--- src/rtl/pipe_stage_skid_if.sv ---
// rtl/pipe_stage_skid_if.sv - upstream/downstream handshake bundle for pipe_stage_skid
// Slave modport is the stage's view; master modport is the surrounding pipeline's view.
interface pipe_stage_skid_if #(
  parameter int PC_W    = 32,
  parameter int INSTR_W = 32
);
  logic               in_valid;
  logic               in_ready;
  logic [PC_W-1:0]    in_pc;
  logic [INSTR_W-1:0] in_instr;
  logic               out_valid;
  logic               out_ready;
  logic [PC_W-1:0]    out_pc;
  logic [INSTR_W-1:0] out_instr;

  modport slave (
    input  in_valid, in_pc, in_instr, out_ready,
    output in_ready, out_valid, out_pc, out_instr
  );

  modport master (
    output in_valid, in_pc, in_instr, out_ready,
    input  in_ready, out_valid, out_pc, out_instr
  );
endinterface

--- src/rtl/pipe_stage_skid.sv ---
// rtl/pipe_stage_skid.sv - registered pipeline stage with one-entry skid buffer and flush
// Optional performance counters (stall_cnt, flush_cnt) exist only when PIPE_STAGE_PERF_EN is defined.
module pipe_stage_skid #(
  parameter int                 PC_W      = 32,
  parameter int                 INSTR_W   = 32,
  parameter logic [INSTR_W-1:0] NOP_INSTR = '0,
  parameter int                 CNT_W     = 16
) (
  input  logic             clk,
  input  logic             rst,
  input  logic             flush,
  pipe_stage_skid_if.slave bus,
  output logic [1:0]       occupancy
`ifdef PIPE_STAGE_PERF_EN
  ,
  output logic [CNT_W-1:0] stall_cnt,
  output logic [CNT_W-1:0] flush_cnt
`endif
);

  // State value doubles as the occupancy count.
  localparam logic [1:0] ST_EMPTY = 2'd0;
  localparam logic [1:0] ST_BUSY  = 2'd1;
  localparam logic [1:0] ST_FULL  = 2'd2;

  if (CNT_W < 1) begin : g_bad_cnt_w
    $error("pipe_stage_skid: CNT_W must be at least 1");
  end

  logic [1:0]         r_state;
  logic               r_out_valid;
  logic               r_in_ready;
  logic [PC_W-1:0]    r_main_pc;
  logic [INSTR_W-1:0] r_main_instr;
  logic [PC_W-1:0]    r_skid_pc;
  logic [INSTR_W-1:0] r_skid_instr;

  logic               w_in_xfer;
  logic               w_out_xfer;
  logic [1:0]         w_nxt_state;
  logic [PC_W-1:0]    w_nxt_main_pc;
  logic [INSTR_W-1:0] w_nxt_main_instr;
  logic [PC_W-1:0]    w_nxt_skid_pc;
  logic [INSTR_W-1:0] w_nxt_skid_instr;

  assign w_in_xfer  = bus.in_valid & r_in_ready;
  assign w_out_xfer = r_out_valid & bus.out_ready;

  always_comb begin
    w_nxt_state      = r_state;
    w_nxt_main_pc    = r_main_pc;
    w_nxt_main_instr = r_main_instr;
    w_nxt_skid_pc    = r_skid_pc;
    w_nxt_skid_instr = r_skid_instr;
    if (flush) begin
      w_nxt_state      = ST_EMPTY;
      w_nxt_main_pc    = '0;
      w_nxt_main_instr = NOP_INSTR;
      w_nxt_skid_pc    = '0;
      w_nxt_skid_instr = NOP_INSTR;
    end else begin
      case (r_state)
        ST_EMPTY: begin
          if (w_in_xfer) begin
            w_nxt_state      = ST_BUSY;
            w_nxt_main_pc    = bus.in_pc;
            w_nxt_main_instr = bus.in_instr;
          end
        end
        ST_BUSY: begin
          if (w_in_xfer && w_out_xfer) begin
            w_nxt_main_pc    = bus.in_pc;
            w_nxt_main_instr = bus.in_instr;
          end else if (w_in_xfer) begin
            w_nxt_state      = ST_FULL;
            w_nxt_skid_pc    = bus.in_pc;
            w_nxt_skid_instr = bus.in_instr;
          end else if (w_out_xfer) begin
            w_nxt_state      = ST_EMPTY;
            w_nxt_main_pc    = '0;
            w_nxt_main_instr = NOP_INSTR;
          end
        end
        ST_FULL: begin
          // in_ready is low here, so only the drain path exists.
          if (w_out_xfer) begin
            w_nxt_state      = ST_BUSY;
            w_nxt_main_pc    = r_skid_pc;
            w_nxt_main_instr = r_skid_instr;
            w_nxt_skid_pc    = '0;
            w_nxt_skid_instr = NOP_INSTR;
          end
        end
        default: begin
          w_nxt_state      = ST_EMPTY;
          w_nxt_main_pc    = '0;
          w_nxt_main_instr = NOP_INSTR;
          w_nxt_skid_pc    = '0;
          w_nxt_skid_instr = NOP_INSTR;
        end
      endcase
    end
  end

  // Handshake flags are registered from the next state so no output decodes state combinationally.
  always_ff @(posedge clk or negedge rst) begin
    if (!rst) begin
      r_state      <= ST_EMPTY;
      r_out_valid  <= 1'b0;
      r_in_ready   <= 1'b1;
      r_main_pc    <= '0;
      r_main_instr <= NOP_INSTR;
      r_skid_pc    <= '0;
      r_skid_instr <= NOP_INSTR;
    end else begin
      r_state      <= w_nxt_state;
      r_out_valid  <= (w_nxt_state != ST_EMPTY);
      r_in_ready   <= (w_nxt_state != ST_FULL);
      r_main_pc    <= w_nxt_main_pc;
      r_main_instr <= w_nxt_main_instr;
      r_skid_pc    <= w_nxt_skid_pc;
      r_skid_instr <= w_nxt_skid_instr;
    end
  end

  assign bus.in_ready  = r_in_ready;
  assign bus.out_valid = r_out_valid;
  assign bus.out_pc    = r_main_pc;
  assign bus.out_instr = r_main_instr;
  assign occupancy     = r_state;

`ifdef PIPE_STAGE_PERF_EN
  logic [CNT_W-1:0] r_stall_cnt;
  logic [CNT_W-1:0] r_flush_cnt;
  logic             w_stall_evt;
  logic             w_flush_evt;

  assign w_stall_evt = r_out_valid & ~bus.out_ready;
  assign w_flush_evt = flush & (r_state != ST_EMPTY);

  // Both counters stick at all-ones rather than wrapping.
  always_ff @(posedge clk or negedge rst) begin
    if (!rst) begin
      r_stall_cnt <= '0;
      r_flush_cnt <= '0;
    end else begin
      if (w_stall_evt && (r_stall_cnt != {CNT_W{1'b1}})) begin
        r_stall_cnt <= r_stall_cnt + CNT_W'(1);
      end
      if (w_flush_evt && (r_flush_cnt != {CNT_W{1'b1}})) begin
        r_flush_cnt <= r_flush_cnt + CNT_W'(1);
      end
    end
  end

  assign stall_cnt = r_stall_cnt;
  assign flush_cnt = r_flush_cnt;
`endif

endmodule

--- src/flat_wrapper.sv ---
// flat-port wrapper written by rule: the top's interface ports become plain ports
module pipe_stage_skid_flat 
#(
  parameter int                 PC_W      = 32,
  parameter int                 INSTR_W   = 32,
  parameter logic [INSTR_W-1:0] NOP_INSTR = '0,
  parameter int                 CNT_W     = 16
)
  (clk, rst, flush, occupancy, bus_in_valid, bus_in_pc, bus_in_instr, bus_out_ready, bus_in_ready, bus_out_valid, bus_out_pc, bus_out_instr);
  pipe_stage_skid_if #(.PC_W(PC_W), .INSTR_W(INSTR_W)) bus_i ();
  input  logic clk;
  input  logic rst;
  input  logic flush;
  output logic [1:0] occupancy;
  input wire logic [$bits(bus_i.in_valid)-1:0] bus_in_valid;
  input wire logic [$bits(bus_i.in_pc)-1:0] bus_in_pc;
  input wire logic [$bits(bus_i.in_instr)-1:0] bus_in_instr;
  input wire logic [$bits(bus_i.out_ready)-1:0] bus_out_ready;
  output wire logic [$bits(bus_i.in_ready)-1:0] bus_in_ready;
  output wire logic [$bits(bus_i.out_valid)-1:0] bus_out_valid;
  output wire logic [$bits(bus_i.out_pc)-1:0] bus_out_pc;
  output wire logic [$bits(bus_i.out_instr)-1:0] bus_out_instr;
  assign bus_i.in_valid = bus_in_valid;
  assign bus_i.in_pc = bus_in_pc;
  assign bus_i.in_instr = bus_in_instr;
  assign bus_i.out_ready = bus_out_ready;
  assign bus_in_ready = bus_i.in_ready;
  assign bus_out_valid = bus_i.out_valid;
  assign bus_out_pc = bus_i.out_pc;
  assign bus_out_instr = bus_i.out_instr;
  pipe_stage_skid #(.PC_W(PC_W), .INSTR_W(INSTR_W), .NOP_INSTR(NOP_INSTR), .CNT_W(CNT_W)) u_core (.clk(clk), .rst(rst), .flush(flush), .bus(bus_i), .occupancy(occupancy));
endmodule
--- config.mk ---
export PLATFORM = sky130hd
export DESIGN_NAME = pipe_stage_skid_flat
export DESIGN_NICKNAME = d
export VERILOG_FILES = /design/src/rtl/pipe_stage_skid_if.sv /design/src/rtl/pipe_stage_skid.sv /design/src/flat_wrapper.sv
export SDC_FILE = /design/constraint.sdc
export NUM_CORES = 1
export LEC_CHECK = 0
export BUFFER_PORTS_ARGS = -buffer_cell sky130_fd_sc_hd__buf_2
export CORE_AREA = 2 2 136 138
export CTS_CLUSTER_DIAMETER = 100
export DETAILED_ROUTE_END_ITERATION = 12
export DIE_AREA = 0 0 138 140
export HOLD_SLACK_MARGIN = 0.15
export SYNTH_ARGS = -nofsm -noshare
export SYNTH_HDL_FRONTEND = slang
export SYNTH_SLANG_ARGS = --single-unit
--- constraint.sdc ---
create_clock -name clk -period 1.9 [get_ports clk]
set_input_delay 0.38 -clock clk [delete_from_list [all_inputs] [get_ports clk]]
set_output_delay 0.38 -clock clk [all_outputs]
set_load 0.03 [all_outputs]
==> results.cfg <==
[run_status]
status = complete, no violations

[routing]
wl_per_cell_um = 18.5
avgViaCountPerCell = 5.75
drc = 0
dr.pass1.iters = 4
antenna_left = 0
dr.first_iter.drc_count = 406
vias = 6707
wl_um = 21500

[power_and_ir_drop]
irDropWorstVdd_v = 0.000784
power_density_nw_per_um2 = 981
power_mw = 8.45
p_leak_nw = 3.62

[setup_path]
critPathSlowestCell = dfrtp_4
r2r_setup_slack_ns = 0.19
critical_path_class = reg -> out
max_stage_delay_ns = 0.46
path_cells = buf_4, buf_2
critical_path.max_fanout = 13
arrival_ns = 1.44
reg2regPathDepth = 6
cp-end-kind = output pin
r2r_end = u_core.bus.out_instr[12]
cp.required_ns = 1.52
cp-start-kind = register
reg2reg_from = u_core.occupancy[0]

[run]
drv_cap = 0

[final_layout]
areaGrowthSynthToFinish_pct = 23.5
design_area_um2 = 8620
drive_gt1_frac = 0.222
final_common_cell = buf_2
nets = 994
mostFrequentLayoutCells = buf_2, nand2_1, a21oi_1
finish.utilization = 0.485

[clocking]
cts_buffers = 17
ctsLongestPathBuffers = 2
clockRootBuffer = clkbuf_16
clock-sinks = 132
clkTransAtPathRegs_ns = 0.05
htreeDepth = 4
clk_latency_ns = 0.42
cts_tree = done

[placed_design]
hpwl_um = 13500
gp_congestion = 0.792
post_dp_cell_area_um2 = 8070
io_buffers = 136

[synth]
syn_inst = 821
synth_seq_area_share = 0.474
synthMuxAreaShare = 0.0904
synth_top_family_by_area = compound AO/OA/AOI/OAI gates
ys_seq_elements = 132
yosys_warnings = 0
synth_edf_count = 0
syn_area_um2 = 6980
avgSynthCellArea_um2 = 8.50
yosys.area_share.simple = 0.127
synth_flop_cell = dfrtp_1
synthesis.nets = 890
synthArstFlopShare = 1.00
yosys.area_share.adder = 0
synth_compound_area_frac = 0.253
ys_types = 30
synthXorXnorAreaFrac = 0.00126

[global_route]
antenna_found_initial = 2
grt_pass1_wl_um = 35000
grt_start_max_net_pins = 52
grt_usage = 0.222
grt.overflow.total = 0
grt_pass1_vias = 6611

[floorplan]
core_um2 = 17800
ios = 137
die_w_um = 138
fp.dieH_um = 140
start_util = 0.392
rows = 49
die_area_um2 = 19300

[timing]
layout_min_cycle_time_ns = 1.82
tightest_slew_ns = 0.531
setup-violations-final = 0
skew_ns = 0.00467
max_freq_ghz = 0.549
hold_ws_ns = 0.210
rsz0062_at_grt = no
slew_viol_final = 0
hold_viol_final = 0
fin_tns_setup_ns = 0
post-route-period-util = 0.959
slew_headroom = 0.646

[worst_hold_path]
hp-start = bus_in_pc[30]
holdPathStages = 3
holdCritPathClass = in -> reg
hold_end = u_core.r_skid_pc[30]
-- logic make-up after synthesis --
group | count (synthesis)
buf+inv | 90
simple gates | 206
compound gates | 329
mux | 63
xor+xnor | 1
flops | 132
-- cell type report --
type | count | area [um2]
fillers | 1741 | 9160
multi-input cells | 599 | 3330
flip-flops and latches | 132 | 3310
repair buffers | 174 | 1160
clock buffers | 27 | 503
well taps | 229 | 287
clock inverters | 4 | 22.5
inverters | 1 | 3.75
diodes | 1 | 2.50
-- synth_stat cells, types with 2 or more instances --
library cell / number / area, um2
a21oi_1: 130 / 651
mux2i_1: 63 / 631
nand3_1: 63 / 315
buf_2: 25 / 125
buf_4: 4 / 30.0
dfrtp_1: 131 / 3280
nand2b_1: 2 / 12.5
clkbuf_1: 57 / 214
buf_1: 3 / 11.3
and2_1: 2 / 12.5
o21ai_0: 118 / 591
nand2_1: 132 / 495
nor2_1: 2 / 7.51
o22ai_1: 63 / 394
o21ai_1: 11 / 55.1
-- report_power, final --
part,switching (mW),leakage (nW),internal (mW),total (mW)
registers,0.113,1.80,3.03,3.14
clock network,1.19,0.257,1.79,2.99
logic,1.55,1.56,0.772,2.32
-- what timing repair did --
| item | in CTS | in global routing |
|---|---|---|
| setup buffers | 1 | 0 |
| hold endpoints to repair | 45 | 0 |
| setup endpoints to repair | 1 | 0 |
| gates resized for setup | 1 | 0 |
| hold buffers | 1 | 0 |
-- flip-flops by register name, indices dropped and copies added, names as in the netlist --
signal	count
u_core.bus.out_instr	32
u_core.r_skid_pc	32
u_core.occupancy	2
u_core.bus.out_pc	32
u_core.r_skid_instr	32
u_core.bus.in_ready	1
u_core.bus.out_valid	1
-- layer usage --
metal	up-vias	wire, um	GRT usage	part of all wire
met5	-	21	0	0.00098
li1	3142	-	-	-
met2	219	10200	0.361	0.47
met1	3315	9620	0.297	0.45
met3	27	1400	0.0544	0.065
met4	4	301	0.0596	0.014
-- stage by stage --
step | worst slack (ns) | std cells
after floorplan | 0.104 | 821
after global placement | 0.202 | 1133
after detailed placement | 0.138 | 1133
after CTS | 0.0643 | 1166
after global routing | 0.0373 | 1166
final | 0.0770 | 1167
-- critical path: cells and delay by family, from the launching register on --
family,cells,cell delay (ns)
flip-flops,1,0.46
buffers and inverters,2,0.56
-- how the worst max path moves through the flow --
stage	startpoint	endpoint
6_report	u_core.occupancy[1]	occupancy[1]
3_3_place_gp	u_core.occupancy[1]	u_core.bus.out_instr[31]
3_5_place_dp	bus_out_ready	u_core.bus.out_instr[4]
4_1_cts	u_core.occupancy[1]	occupancy[1]
5_1_grt	u_core.occupancy[1]	occupancy[1]
2_1_floorplan	u_core.occupancy[1]	u_core.bus.out_pc[19]
No activity file was read; power rests on OpenSTA's default activity.
